[config.mk]
export PLATFORM = sky130hd
export DESIGN_NAME = pipeline_hazard_ctrl
export DESIGN_NICKNAME = d
export VERILOG_FILES = /design/src/rtl/cpu_types_pkg.sv /design/src/rtl/hazard_detect.sv /design/src/rtl/pipeline_hazard_ctrl.sv
export SDC_FILE = /design/constraint.sdc
export NUM_CORES = 1
export LEC_CHECK = 0
export CORE_MARGIN = 2
export CORE_UTILIZATION = 37
export CTS_CLUSTER_DIAMETER = 40
export DETAILED_ROUTE_END_ITERATION = 8
export PLACE_DENSITY = 0.78
export SYNTH_ARGS = -nofsm -noshare
export SYNTH_HDL_FRONTEND = slang
export SYNTH_SLANG_ARGS = --single-unit
[constraint.sdc]
create_clock -name CLK -period 3.4 [get_ports CLK]
set_input_delay 1.02 -clock CLK [delete_from_list [all_inputs] [get_ports CLK]]
set_output_delay 1.02 -clock CLK [all_outputs]
set_load 0.05 [all_outputs]
[src/rtl/cpu_types_pkg.sv]
// Shared types for the pipeline hazard sequencer: FSM states, control bundle
// and the canned control patterns the FSM selects between.
package cpu_types_pkg;

  localparam logic [4:0] ZERO_REG = 5'd0;

  typedef enum logic [2:0] {
    RUN       = 3'd0,
    LU_STALL  = 3'd1,
    DMEM_WAIT = 3'd2,
    FLUSH     = 3'd3,
    HALTED    = 3'd4
  } hz_state_t;

  typedef struct packed {
    logic pc_en;
    logic if_w;
    logic if_rst;
    logic idex_w;
    logic idex_rst;
    logic exmem_w;
    logic memwb_w;
    logic memwb_rst;
    logic halted;
  } hz_ctrl_t;

  localparam hz_ctrl_t CTRL_DEFAULT = '{pc_en: 1'b1, if_w: 1'b1, if_rst: 1'b0,
                                        idex_w: 1'b1, idex_rst: 1'b0, exmem_w: 1'b1,
                                        memwb_w: 1'b1, memwb_rst: 1'b0, halted: 1'b0};

  localparam hz_ctrl_t CTRL_RESET = '{pc_en: 1'b0, if_w: 1'b0, if_rst: 1'b1,
                                      idex_w: 1'b0, idex_rst: 1'b1, exmem_w: 1'b0,
                                      memwb_w: 1'b0, memwb_rst: 1'b1, halted: 1'b0};

  localparam hz_ctrl_t CTRL_HALT = '{pc_en: 1'b0, if_w: 1'b0, if_rst: 1'b0,
                                     idex_w: 1'b0, idex_rst: 1'b0, exmem_w: 1'b0,
                                     memwb_w: 1'b0, memwb_rst: 1'b0, halted: 1'b1};

  // Front end and EX/MEM frozen; MEM/WB gets a bubble while the data access is outstanding.
  localparam hz_ctrl_t CTRL_DWAIT = '{pc_en: 1'b0, if_w: 1'b0, if_rst: 1'b0,
                                      idex_w: 1'b0, idex_rst: 1'b0, exmem_w: 1'b0,
                                      memwb_w: 1'b1, memwb_rst: 1'b1, halted: 1'b0};

endpackage

[src/rtl/hazard_detect.sv]
// Combinational load-use compare between the load in ID/EX and the sources in IF/ID.
module hazard_detect
  import cpu_types_pkg::*;
#(
  parameter int RSEL_W = 5
) (
  input  logic              ex_memread,
  input  logic [RSEL_W-1:0] ex_rd,
  input  logic [RSEL_W-1:0] id_rsel1,
  input  logic [RSEL_W-1:0] id_rsel2,
  output logic              lu_hazard
);

  // Register 0 is hard-wired, so a load targeting it never blocks a consumer.
  always_comb begin
    lu_hazard = ex_memread
             && (ex_rd != RSEL_W'(ZERO_REG))
             && ((ex_rd == id_rsel1) || (ex_rd == id_rsel2));
  end

endmodule

[src/rtl/pipeline_hazard_ctrl.sv]
// Pipeline register sequencer: stalls, flushes and halt for the five-stage core.
// Define HAZARD_PERF_EN to add the stall_cnt / flush_cnt performance counters.
module pipeline_hazard_ctrl
  import cpu_types_pkg::*;
#(
  parameter int RSEL_W       = 5,
  parameter int FLUSH_CYCLES = 1
) (
  input  logic              CLK,
  input  logic              RST,
  input  logic              ihit,
  input  logic              dhit,
  input  logic              mem_dreq,
  input  logic              ex_memread,
  input  logic [RSEL_W-1:0] ex_rd,
  input  logic [RSEL_W-1:0] id_rsel1,
  input  logic [RSEL_W-1:0] id_rsel2,
  input  logic              br_taken,
  input  logic              halt_req,
  output logic              pc_en,
  output logic              ifW,
  output logic              ifRST,
  output logic              idex_W,
  output logic              idex_RST,
  output logic              exmem_W,
  output logic              memwb_W,
  output logic              memwb_RST,
`ifdef HAZARD_PERF_EN
  output logic [31:0]       stall_cnt,
  output logic [31:0]       flush_cnt,
`endif
  output logic              halted
);

  localparam int CNT_W = (FLUSH_CYCLES > 1) ? $clog2(FLUSH_CYCLES) : 1;
  localparam logic [CNT_W-1:0] RELOAD   = CNT_W'(FLUSH_CYCLES - 1);
  localparam logic [CNT_W-1:0] CNT_ONE  = CNT_W'(1);
  localparam logic [CNT_W-1:0] CNT_ZERO = {CNT_W{1'b0}};

  hz_state_t        state;
  hz_state_t        next_state;
  logic [CNT_W-1:0] cnt;
  logic [CNT_W-1:0] cnt_next;
  logic             resume;
  logic             resume_next;
  logic             lu_hazard;
  hz_ctrl_t         ctrl;

  hazard_detect #(.RSEL_W(RSEL_W)) u_hazard_detect (
    .ex_memread (ex_memread),
    .ex_rd      (ex_rd),
    .id_rsel1   (id_rsel1),
    .id_rsel2   (id_rsel2),
    .lu_hazard  (lu_hazard)
  );

  // State, remaining-flush counter and the "return to FLUSH after the data wait" flag.
  always_ff @(posedge CLK) begin
    if (RST) begin
      state  <= RUN;
      cnt    <= CNT_ZERO;
      resume <= 1'b0;
    end else begin
      state  <= next_state;
      cnt    <= cnt_next;
      resume <= resume_next;
    end
  end

  // Next-state and same-cycle control decode.
  always_comb begin
    ctrl        = CTRL_DEFAULT;
    next_state  = state;
    cnt_next    = cnt;
    resume_next = resume;
    if (RST) begin
      ctrl        = CTRL_RESET;
      next_state  = RUN;
      cnt_next    = CNT_ZERO;
      resume_next = 1'b0;
    end else begin
      case (state)
        HALTED: begin
          ctrl       = CTRL_HALT;
          next_state = HALTED;
        end
        DMEM_WAIT: begin
          if (halt_req) begin
            ctrl       = CTRL_HALT;
            next_state = HALTED;
          end else if (dhit) begin
            next_state  = resume ? FLUSH : RUN;
            resume_next = 1'b0;
          end else begin
            ctrl       = CTRL_DWAIT;
            next_state = DMEM_WAIT;
          end
        end
        RUN, LU_STALL, FLUSH: begin
          if (halt_req) begin
            ctrl       = CTRL_HALT;
            next_state = HALTED;
          end else if (mem_dreq && !dhit) begin
            // The flush counter is left untouched so it resumes after the wait.
            ctrl        = CTRL_DWAIT;
            next_state  = DMEM_WAIT;
            resume_next = (state == FLUSH);
          end else if (br_taken) begin
            ctrl.if_w     = 1'b0;
            ctrl.if_rst   = 1'b1;
            ctrl.idex_rst = 1'b1;
            cnt_next      = RELOAD;
            next_state    = (FLUSH_CYCLES > 1) ? FLUSH : RUN;
          end else if (state == FLUSH) begin
            ctrl.pc_en    = ihit;
            ctrl.if_w     = 1'b0;
            ctrl.if_rst   = 1'b1;
            ctrl.idex_rst = 1'b1;
            cnt_next      = cnt - CNT_ONE;
            next_state    = (cnt <= CNT_ONE) ? RUN : FLUSH;
          end else if (lu_hazard && (state != LU_STALL)) begin
            ctrl.pc_en    = 1'b0;
            ctrl.if_w     = 1'b0;
            ctrl.idex_rst = 1'b1;
            next_state    = LU_STALL;
          end else if (!ihit) begin
            ctrl.pc_en  = 1'b0;
            ctrl.if_w   = 1'b0;
            ctrl.if_rst = 1'b1;
            next_state  = RUN;
          end else begin
            next_state = RUN;
          end
        end
        default: begin
          ctrl        = CTRL_RESET;
          next_state  = RUN;
          cnt_next    = CNT_ZERO;
          resume_next = 1'b0;
        end
      endcase
    end
  end

  assign pc_en     = ctrl.pc_en;
  assign ifW       = ctrl.if_w;
  assign ifRST     = ctrl.if_rst;
  assign idex_W    = ctrl.idex_w;
  assign idex_RST  = ctrl.idex_rst;
  assign exmem_W   = ctrl.exmem_w;
  assign memwb_W   = ctrl.memwb_w;
  assign memwb_RST = ctrl.memwb_rst;
  assign halted    = ctrl.halted;

`ifdef HAZARD_PERF_EN
  // Free-running wrap-around counters, frozen while the core is halted.
  always_ff @(posedge CLK) begin
    if (RST) begin
      stall_cnt <= 32'd0;
      flush_cnt <= 32'd0;
    end else if (!ctrl.halted) begin
      if (!ctrl.pc_en) begin
        stall_cnt <= stall_cnt + 32'd1;
      end
      if (ctrl.if_rst) begin
        flush_cnt <= flush_cnt + 32'd1;
      end
    end
  end
`endif

endmodule

### Word level (Yosys, flattened, before mapping)

Cells that the tools add are included.

| operators by class | value |
|---|---|
| shift operators | 0 |
| multipliers | 0 |
| mux-type cells | 38 |
| bitwise logic cells | 2 |
| div/mod/pow operators | 0 |
| reductions and logical operators | 12 |
| magnitude comparators | 1 |
| add/subtract/negate cells | 1 |
| equality and inequality tests | 13 |

Operators by type and width:

| operator | number |
|---|---|
| two-way mux 9 bit | 4 |
| case mux 9 bit (3 select lines) | 1 |
| two-way mux 1 bit | 16 |
| two-way mux 2 bit | 8 |
| two-way mux 3 bit | 5 |
| equality test 5 bit | 2 |
| != test 2 bit (second input constant) | 5 |
| case mux 3 bit (3 select lines) | 1 |
| equality test 3 x 2 -> 1 bit (second input constant) | 2 |
| AND reduction 5 bit | 1 |
| nonzero test 5 bit | 1 |
| logical AND 1 bit | 4 |
| two-way mux 4 bit | 1 |
| AND reduction 4 bit | 1 |
| equality test 3 x 1 -> 1 bit (second input constant) | 1 |
| equality test 3 bit (second input constant) | 1 |
| zero test 3 bit | 1 |
| != test 3 x 1 -> 1 bit (second input constant) | 1 |
| != test 3 bit (second input constant) | 1 |
| case mux 1 bit (3 select lines) | 1 |
| OR reduction 3 bit | 1 |
| NOT 1 bit | 2 |
| case mux 1 bit (2 select lines) | 1 |
| OR reduction 2 bit | 1 |
| 4 further kinds | 4 |

| storage, ports and cells | value |
|---|---|
| memory bits (writable) | 0 |
| memories | 0 |
| register bits | 5 |
| bits in latches | 0 |
| ROM bits | 0 |

### Logic depth before layout (Yosys ltp)

Gate-level depths: netlist of run 1.

| depth | value |
|---|---|
| word-level depth | 11 |
| depth in mapped cells | 6 |
| mapped depth without buffers | 4 |

### Modules after synthesis

From an unflattened synthesis of run 1, not the netlist that was laid out.

| second synthesis, totals | value |
|---|---|
| cells, all modules | 68 |
| area, all modules | 476.7 um2 |

By module, submodules not included:

| module | area each (um2) | instances | cells each | seq. area each (um2) |
|---|---|---|---|---|
| pipeline_hazard_ctrl | 351.6 | 1 | 51 | 80.1 |
| hazard_detect | 125.1 | 1 | 17 | 0.0 |

### Worst setup path before layout of run 1

Ideal clock, no wire load.

| path | value |
|---|---|
| path kind | input to output |
| start point | input port ex_rd[1] |
| end point | output port ifW |
| stages on the path | 4 |
| data required time | 2,380 ps |
| path slack | -672 ps |
| arrival time | 3,052 ps |
| cells stage by stage | or4_4 -> o221ai_4 -> nor2_1 -> a211oi_1 |

| on the way | value |
|---|---|
| longest elaborated chain between the ends | 11 |
| elaborated cells on any way between the ends | 14 |
| those cells by class | eq/ne (2); mux (7); reduce/logical (5) |

Ends and longest elaborated chain:

| what | RTL line | text |
|---|---|---|
| start: declaration | pipeline_hazard_ctrl.sv:15 | `input logic [RSEL_W-1:0] ex_rd,` |
| equality test 5 bit / nonzero test 5 bit (equally long branches) | hazard_detect.sv:18, hazard_detect.sv:17 |  |
| logical OR 1 bit / logical AND 1 bit (equally long branches) | hazard_detect.sv:18, hazard_detect.sv:17 |  |
| logical AND 1 bit (*) | hazard_detect.sv:18 | `&& ((ex_rd == id_rsel1) \|\| (ex_rd == id_rsel2));` |
| logical AND 1 bit (*) | pipeline_hazard_ctrl.sv:121 | `end else if (lu_hazard && (state != LU_STALL)) begin` |
| two-way mux 2 bit (*) | pipeline_hazard_ctrl.sv:121 |  |
| two-way mux 3 bit (*) | pipeline_hazard_ctrl.sv:114 | `end else if (state == FLUSH) begin` |
| two-way mux 2 bit (*) | pipeline_hazard_ctrl.sv:108 | `end else if (br_taken) begin` |
| two-way mux 3 bit (*) | pipeline_hazard_ctrl.sv:103 | `end else if (mem_dreq && !dhit) begin` |
| two-way mux 9 bit (*) | pipeline_hazard_ctrl.sv:100 | `if (halt_req) begin` |
| case mux 9 bit (3 select lines) (*) | pipeline_hazard_ctrl.sv:82 | `case (state)` |
| two-way mux 9 bit (*) | pipeline_hazard_ctrl.sv:76 | `if (RST) begin` |
| end: declaration | pipeline_hazard_ctrl.sv:21 | `output logic ifW,` |

Every way passes the cells marked *; elsewhere a longest branch is shown, timed or not.

### Final worst setup path of run 1

| path | value |
|---|---|
| start point | input port br_taken |
| end point | output port ifRST |

| on the way | value |
|---|---|
| longest elaborated chain between the ends | 5 |

Ends and longest elaborated chain:

| what | RTL line | text |
|---|---|---|
| start: declaration | pipeline_hazard_ctrl.sv:18 | `input logic br_taken,` |
| two-way mux 2 bit | pipeline_hazard_ctrl.sv:108 |  |
| two-way mux 3 bit | pipeline_hazard_ctrl.sv:103 |  |
| two-way mux 9 bit | pipeline_hazard_ctrl.sv:100 |  |
| case mux 9 bit (3 select lines) | pipeline_hazard_ctrl.sv:82 |  |
| two-way mux 9 bit | pipeline_hazard_ctrl.sv:76 |  |
| end: declaration | pipeline_hazard_ctrl.sv:22 | `output logic ifRST,` |

No other way between the ends.

==> reports/results.tsv, run 1 <==
stage	metric	value	unit
final_layout	diodes	0	
die	die_w	42.75	µm
clock_tree	tritoncts	yes	
critical_path	critPathMaxFanout	4	
global_route	antenna_found_initial	0	
die	dieArea	1828	µm²
timing	hold_viol_final	0	
die	die_height	42.75	µm
synth	synth_common_cells	nor2_1 (12), xnor2_1 (10), dfxtp_1 (4), nand2b_1 (4), nor3_1 (4)	
die	fp.coreArea	1350	µm²
placed_design	gp_congestion	0.8013	
final_layout	num-nets-final	149	
timing	fin_skew	0.002145	ns
timing	finalSetupViolCount	3	
synth	syn-cell-area	555.5	µm²
timing	timing.final.crit_share	104.0	%
placed_design	portBuffers	31	
critical_path	path_class	input pin to primary output	
synth	yosysTopAreaCell	xnor2_1	
critical_path	setup.worst_path.end_class	primary output	
routing	vias	765	
run	drv_cap	0	
synth	synthCells	72	
routing	dr.pass1.iters	4	
clock_tree	htree_levels	1	
routing	drt-total-wl	2289	µm
routing	wl_per_cell	16.47	µm
global_route	grt_pass1_wl	3118	µm
synth	synth_edf_count	0	
synth	yosys-top-cells-area	xnor2_1 (16%), dfxtp_1 (14%), nor2_1 (8.1%), o221ai_4 (4.7%), nand2b_1 (4.5%)	
worst_hold_path	whs_path_depth	2	
clock_tree	cts_made_buffers	3	
global_route	grt_max_degree	9	
outcome	violations	negative setup slack	
placed_design	dp_hpwl	1559	µm
die	ios	32	
timing	max_freq	282.7	MHz
critical_path	arrival	2.52	ns
critical_path	crit_path_start_kind	input pin	
synth	syn_avg_cell_area	7.716	µm²
routing	via_per_inst	5.504	
routing	postRouteAntennaNets	0	
synth	synth_most_common_cell	nor2_1	
die	start_util	41.15	%
pwr	p_leak	0.4755	nW
timing	tns	-0.2207	ns
pwr	vdd_ir_drop_max	195.4	µV
synth	post-synth-top-area-fraction	15.77	%
pwr	total_power	0.0002674	W
final_layout	post-route-util	87.21	%
timing	rsz0062_at_grt	true	
global_route	grt_pass1_vias	679	
clock_tree	clkLatencyLatePin	0.23	ns
synth	synth_top_flop_cell	dfxtp_1	
clock_tree	cts_max_path_buffers	2	
critical_path	worst_ep_required_time	2.38	ns
synth	async_reset_ff_share	0	%
placed_design	pre_cts_ws	-0.4176	ns
worst_hold_path	hold_class	flop to flop	
synth	synth-seq-cells	4	
timing	fin_hold_ws	0.5113	ns
routing	remaining_drc_errors	0	
clock_tree	cts_sinks	4	
routing	initialDrtViolationCount	26	
timing	setup_slack	-0.1371	ns
timing	fin_crit	3.537	ns
timing	tightest_slew	0.4775	ns
pwr	powerDensity	227.1	nW/µm²
die	row_count	13	
critical_path	rr_worst_depth	6	
final_layout	area_delta_synth_final	111.9	%
global_route	grt_usage	22.00	%
timing	drv_slew	0	
clock_tree	cts_root_buf	clkbuf_4	
synth	synth_seq_area_share	14.41	%
synth	ys_types	36	
synth	synth_fp_nets	95	
clock_tree	clk_pin_slew_worst_paths	0.04	ns
outcome	status	complete, but fails checks	
final_layout	layout-drive-gt1-share	43.55	%
synth	yosysWarnings	0	
global_route	grt-ovfl-total	0	
timing	slew-limit-headroom	68.10	%
-- registers in the layout, summed over array words and instances (netlist names) --
name    cells
resume      1
state       3
-- critical path, cell delays in order --
cell and delay (ns):
clkdlybuf4s50_1 0.48, or2_2 0.35, nor3_1 0.34, a21oi_2 0.15
buf_12 0.17
-- power by group --
part,switching [W],internal (W),total (W)
combinational,0.0000745,0.0000868,0.000161
sequential,0.00000241,0.0000485,0.0000509
clock,0.0000159,0.0000392,0.0000552
total,0.0000928,0.000175,0.000267
-- timing repair --
action / 4_1_cts / 5_1_grt
pin swaps: 12 / 2
endpoints found under the setup margin: 6 / 4
setup buffers: 5 / 1
hold buffers: 0 / 0
resized for setup: 30 / 3
hold endpoints to repair: 0 / 0
-- routing by layer --
layer / global-route usage (%) / wire length, µm / share of wire [%]
met1: 28.86 / 951 / 42
met2: 39.39 / 1213 / 53
met3: 0 / 103 / 4.5
met4: 5.625 / 21 / 0.92
met5: 0 / 0 / 0
-- cell usage in the layout (no fill, tap or decap), types with 2 or more instances in the layout --
cell type and n:
dfxtp_1 4, xnor2_1 10, nor2_2 3, buf_12 9, buf_6 4, mux2i_1 2, nand3_1 2, clkbuf_4 3
clkdlybuf4s15_1 2, clkdlybuf4s50_1 12, buf_4 19, o21ai_0 3, nand2_1 2, nor3_1 3, dlygate4sd2_1 5, nand2b_1 4
nor2_1 8, a21oi_2 2
-- final timing paths --
path,slack (ns),endpoint,from
max,-0.14,ifRST,br_taken
min,0.51,resume,resume
max reg2reg,1.57,state[0],state[1]
min reg2reg,0.51,resume,resume
-- stage by stage --
stage                     cell area, µm²  cells
after global routing                1177    139
after CTS                           1160    138
after floorplan                    575.6     72
final                               1177    139
after detailed placement            1085    130
after global placement              1085    130
-- cells by family (layout without fill, tap and decap cells) --
| kind of cell | Yosys count | in the layout | synth area share, % |
|---|---|---|---|
| AO/OA/AOI/OAI | 19 | 19 | 27.71 |
| flip-flops | 4 | 4 | 14.41 |
| AND/OR/NAND/NOR | 34 | 34 | 34.46 |
| XOR/XNOR | 10 | 10 | 15.77 |
| buffers and inverters | 3 | 55 | 4.054 |
| multiplexers | 2 | 2 | 3.604 |
-- layout make-up --
class,count,area [µm²]
timing repair buffer,52,556.8
multi-input combinational,65,499.2
fill,68,172.7
sequential,4,80.08
clock buffer,3,22.52
tap,15,18.77
Power figures use the tool's default switching activity.
==> run 2: changes to the inputs <==
--- a/config.mk
+++ b/config.mk
@@ -5,10 +5,12 @@
 export SDC_FILE = /design/constraint.sdc
 export NUM_CORES = 1
 export LEC_CHECK = 0
+export ABC_AREA = 1
 export CORE_MARGIN = 2
-export CORE_UTILIZATION = 37
+export CORE_UTILIZATION = 38
 export CTS_CLUSTER_DIAMETER = 40
 export DETAILED_ROUTE_END_ITERATION = 8
+export MAX_ROUTING_LAYER = met4
 export PLACE_DENSITY = 0.78
 export SYNTH_ARGS = -nofsm -noshare
 export SYNTH_HDL_FRONTEND = slang
==> reports/results.tsv, run 2 <==
stage	metric	value	unit	change
synth	synth_most_common_cell	nand2_1		
final_layout	largest_reg_flops	3		unchanged
synth	yosys-top-cells-area	nand2_1 (20%), dfxtp_1 (13%), inv_1 (13%), nor2_1 (9.3%), a21oi_1 (6.6%)		
die	fp.coreArea	1506	µm²	+12%
final_layout	mostFrequentLayoutCells	nand2_1 (31), inv_1 (20), nor2_1 (15)		
global_route	antenna_found_initial	0		unchanged
die	start_util	40.12	%	-1.0 points
timing	max_freq	305.1	MHz	+7.9%
pwr	powerDensity	227.8	nW/µm²	+0.32%
synth	yosysTopAreaCell	nand2_1		
critical_path	cp_slowest_cell	clkdlybuf4s50_1		
placed_design	portBuffers	31		unchanged
critical_path	setup.worst_path.end_class	primary output		
final_layout	layout-drive-gt1-share	26.45	%	-17 points
critical_path	path_class	input pin to primary output		
synth	synth_seq_area_share	13.25	%	-1.2 points
final_layout	area_delta_synth_final	90.48	%	
final_layout	top_register	state		
die	ios	32		unchanged
final_layout	diodes	0		unchanged
die	die_height	43.88	µm	+2.6%
global_route	grt-ovfl-total	0		unchanged
final_layout	post-route-util	76.41	%	-11 points
pwr	vdd_ir_drop_max	201.5	µV	+3.1%
pwr	p_leak	0.6528	nW	+37%
final_layout	n_fill_cell	120		+76%
critical_path	crit_path_start_kind	input pin		
clock_tree	cts_made_buffers	3		unchanged
critical_path	arrival	2.26	ns	-0.26 ns
final_layout	reg_top3	state: 3 flops, resume: 1 flops		
critical_path	cp_cell_sequence	clkdlybuf4s50_1 -> xnor2_1 -> nand3_1 -> nand2_2 -> nand2_2 -> nand2_1 -> nand2_1 -> nand2_1 -> nand2_2 -> buf_12		
synth	synth_fp_nets	136		+43%
routing	vias	806		+5.4%
timing	setup_slack	0.1229	ns	+0.2600 ns
clock_tree	cts_sinks	4		unchanged
timing	rsz0062_at_grt	false		
die	die_w	43.88	µm	+2.6%
synth	synth_common_cells	nand2_1 (33), inv_1 (21), nor2_1 (15), a21oi_1 (8), nand3_1 (7)		
timing	finalSetupViolCount	0		-3
timing	tightest_slew	0.2907	ns	-0.1868 ns
timing	fin_skew	0.005669	ns	+0.003524 ns
global_route	grt_usage	19.58	%	-2.4 points
routing	wl_per_cell	10.18	µm	-38%
clock_tree	cts_max_path_buffers	2		unchanged
run	drv_cap	0		unchanged
final_layout	instances_no_fill	171		+23%
placed_design	dp_hpwl	1400	µm	-10%
die	row_count	14		+1
worst_hold_path	hold_class	flop to flop		
timing	slew-limit-headroom	80.50	%	+12 points
placed_design	gp_congestion	0.9696		+21%
clock_tree	cts_root_buf	clkbuf_4		
synth	synthCells	113		+57%
clock_tree	htree_levels	1		unchanged
critical_path	worst_ep_required_time	2.38	ns	about the same
synth	post-synth-top-area-fraction	20.50	%	+4.7 points
critical_path	cpPeakStageDelay	0.47	ns	about the same
global_route	grt_max_degree	6		-3
routing	initialDrtViolationCount	14		-46%
synth	synth_top_flop_cell	dfxtp_1		
routing	via_per_inst	4.713		-14%
placed_design	place_inst	166		+28%
routing	dr.pass1.iters	4		unchanged
synth	yosysWarnings	0		unchanged
final_layout	num-nets-final	180		+21%
clock_tree	clkLatencyLatePin	0.23	ns	about the same
timing	hold_viol_final	0		unchanged
outcome	status	completed		
synth	ys_types	20		-44%
routing	remaining_drc_errors	0		unchanged
clock_tree	tritoncts	yes		
global_route	grt_pass1_vias	742		+9.3%
global_route	grt_pass1_wl	2808	µm	-9.9%
pwr	total_power	0.0002622	W	-1.9%
final_layout	mostFrequentLayoutCell	nand2_1		
timing	fin_crit	3.277	ns	-0.2600 ns
placed_design	pre_cts_ws	-0.1282	ns	+0.2894 ns
clock_tree	ctsHoldBuffers	0		unchanged
routing	drt-total-wl	1741	µm	-24%
die	dieArea	1925	µm²	+5.4%
synth	synth_edf_count	0		unchanged
synth	async_reset_ff_share	0	%	unchanged
synth	synth-seq-cells	4		unchanged
timing	drv_slew	0		unchanged
synth	syn_avg_cell_area	5.348	µm²	-31%
routing	postRouteAntennaNets	0		unchanged
timing	timing.final.crit_share	96.39	%	-7.6 points
clock_tree	clk_pin_slew_worst_paths	0.04	ns	about the same
synth	syn-cell-area	604.3	µm²	+8.8%
critical_path	critPathMaxFanout	3		-1
-- run 2: worst paths after layout --
path                                  start       end  slack, ns  cells past startpoint
worst max-delay path            id_rsel1[2]     ifRST       0.12                     10
worst min-delay path                 resume  state[0]       0.50                      2
worst max register to register     state[0]  state[0]       2.06                      8
worst min register to register       resume  state[0]       0.50                      2
-- run 2: through the flow --
stage / area (µm²) / TNS, ns / hold slack [ns]
2_1_floorplan: 609.3 / 0 / 0.4441
3_3_place_gp: 1075 / -0.2667 / 0.4846
3_5_place_dp: 1075 / -0.3853 / 0.4858
4_1_cts: 1101 / -0.02965 / 0.4994
5_1_grt: 1151 / 0 / 0.5296
6_report: 1151 / 0 / 0.4965
-- run 2: layout make-up --
type	instances	area, µm²	area share, %
Sequential cell	4	80.08	6.957
Tap cell	16	20.02	1.739
Clock buffer	3	22.52	1.957
Timing Repair Buffer	40	485.5	42.17
Multi-Input combinational cell	82	445.4	38.70
Inverter	26	97.59	8.478
-- run 2: what timing repair did --
action / in CTS / in global routing
hold endpoints to repair: 0 / 0
setup buffers: 0 / 2
resized for setup: 10 / 12
setup endpoints to repair: 4 / 4
pin swaps: 1 / 11
-- run 2: worst max-delay path: cells and delay by family --
| kind | cells | cell delay (ns) |
|---|---|---|
| simple gates | 7 | 0.51 |
| buf+inv | 2 | 0.62 |
| xor+xnor | 1 | 0.11 |
-- run 2: per-layer routing --
layer,wire [µm],global-route usage (%)
met1,786,22.31
met2,877,34.12
met3,51,1.250
met4,25,9.697
met5,0,-
-- run 2: power breakdown --
part	internal [W]	switching (W)	total (W)
registers	0.0000498	0.00000282	0.0000526
clock network	0.0000394	0.0000177	0.0000571
logic	0.0000732	0.0000793	0.000153
-- run 2: kinds of logic (layout without fill, tap and decap cells) --
group | after synthesis | in the layout | synth area share (%)
compound gates | 15 | 15 | 15.94
xor+xnor | 2 | 2 | 2.899
buf+inv | 27 | 69 | 17.39
flops | 4 | 4 | 13.25
simple gates | 65 | 65 | 50.52
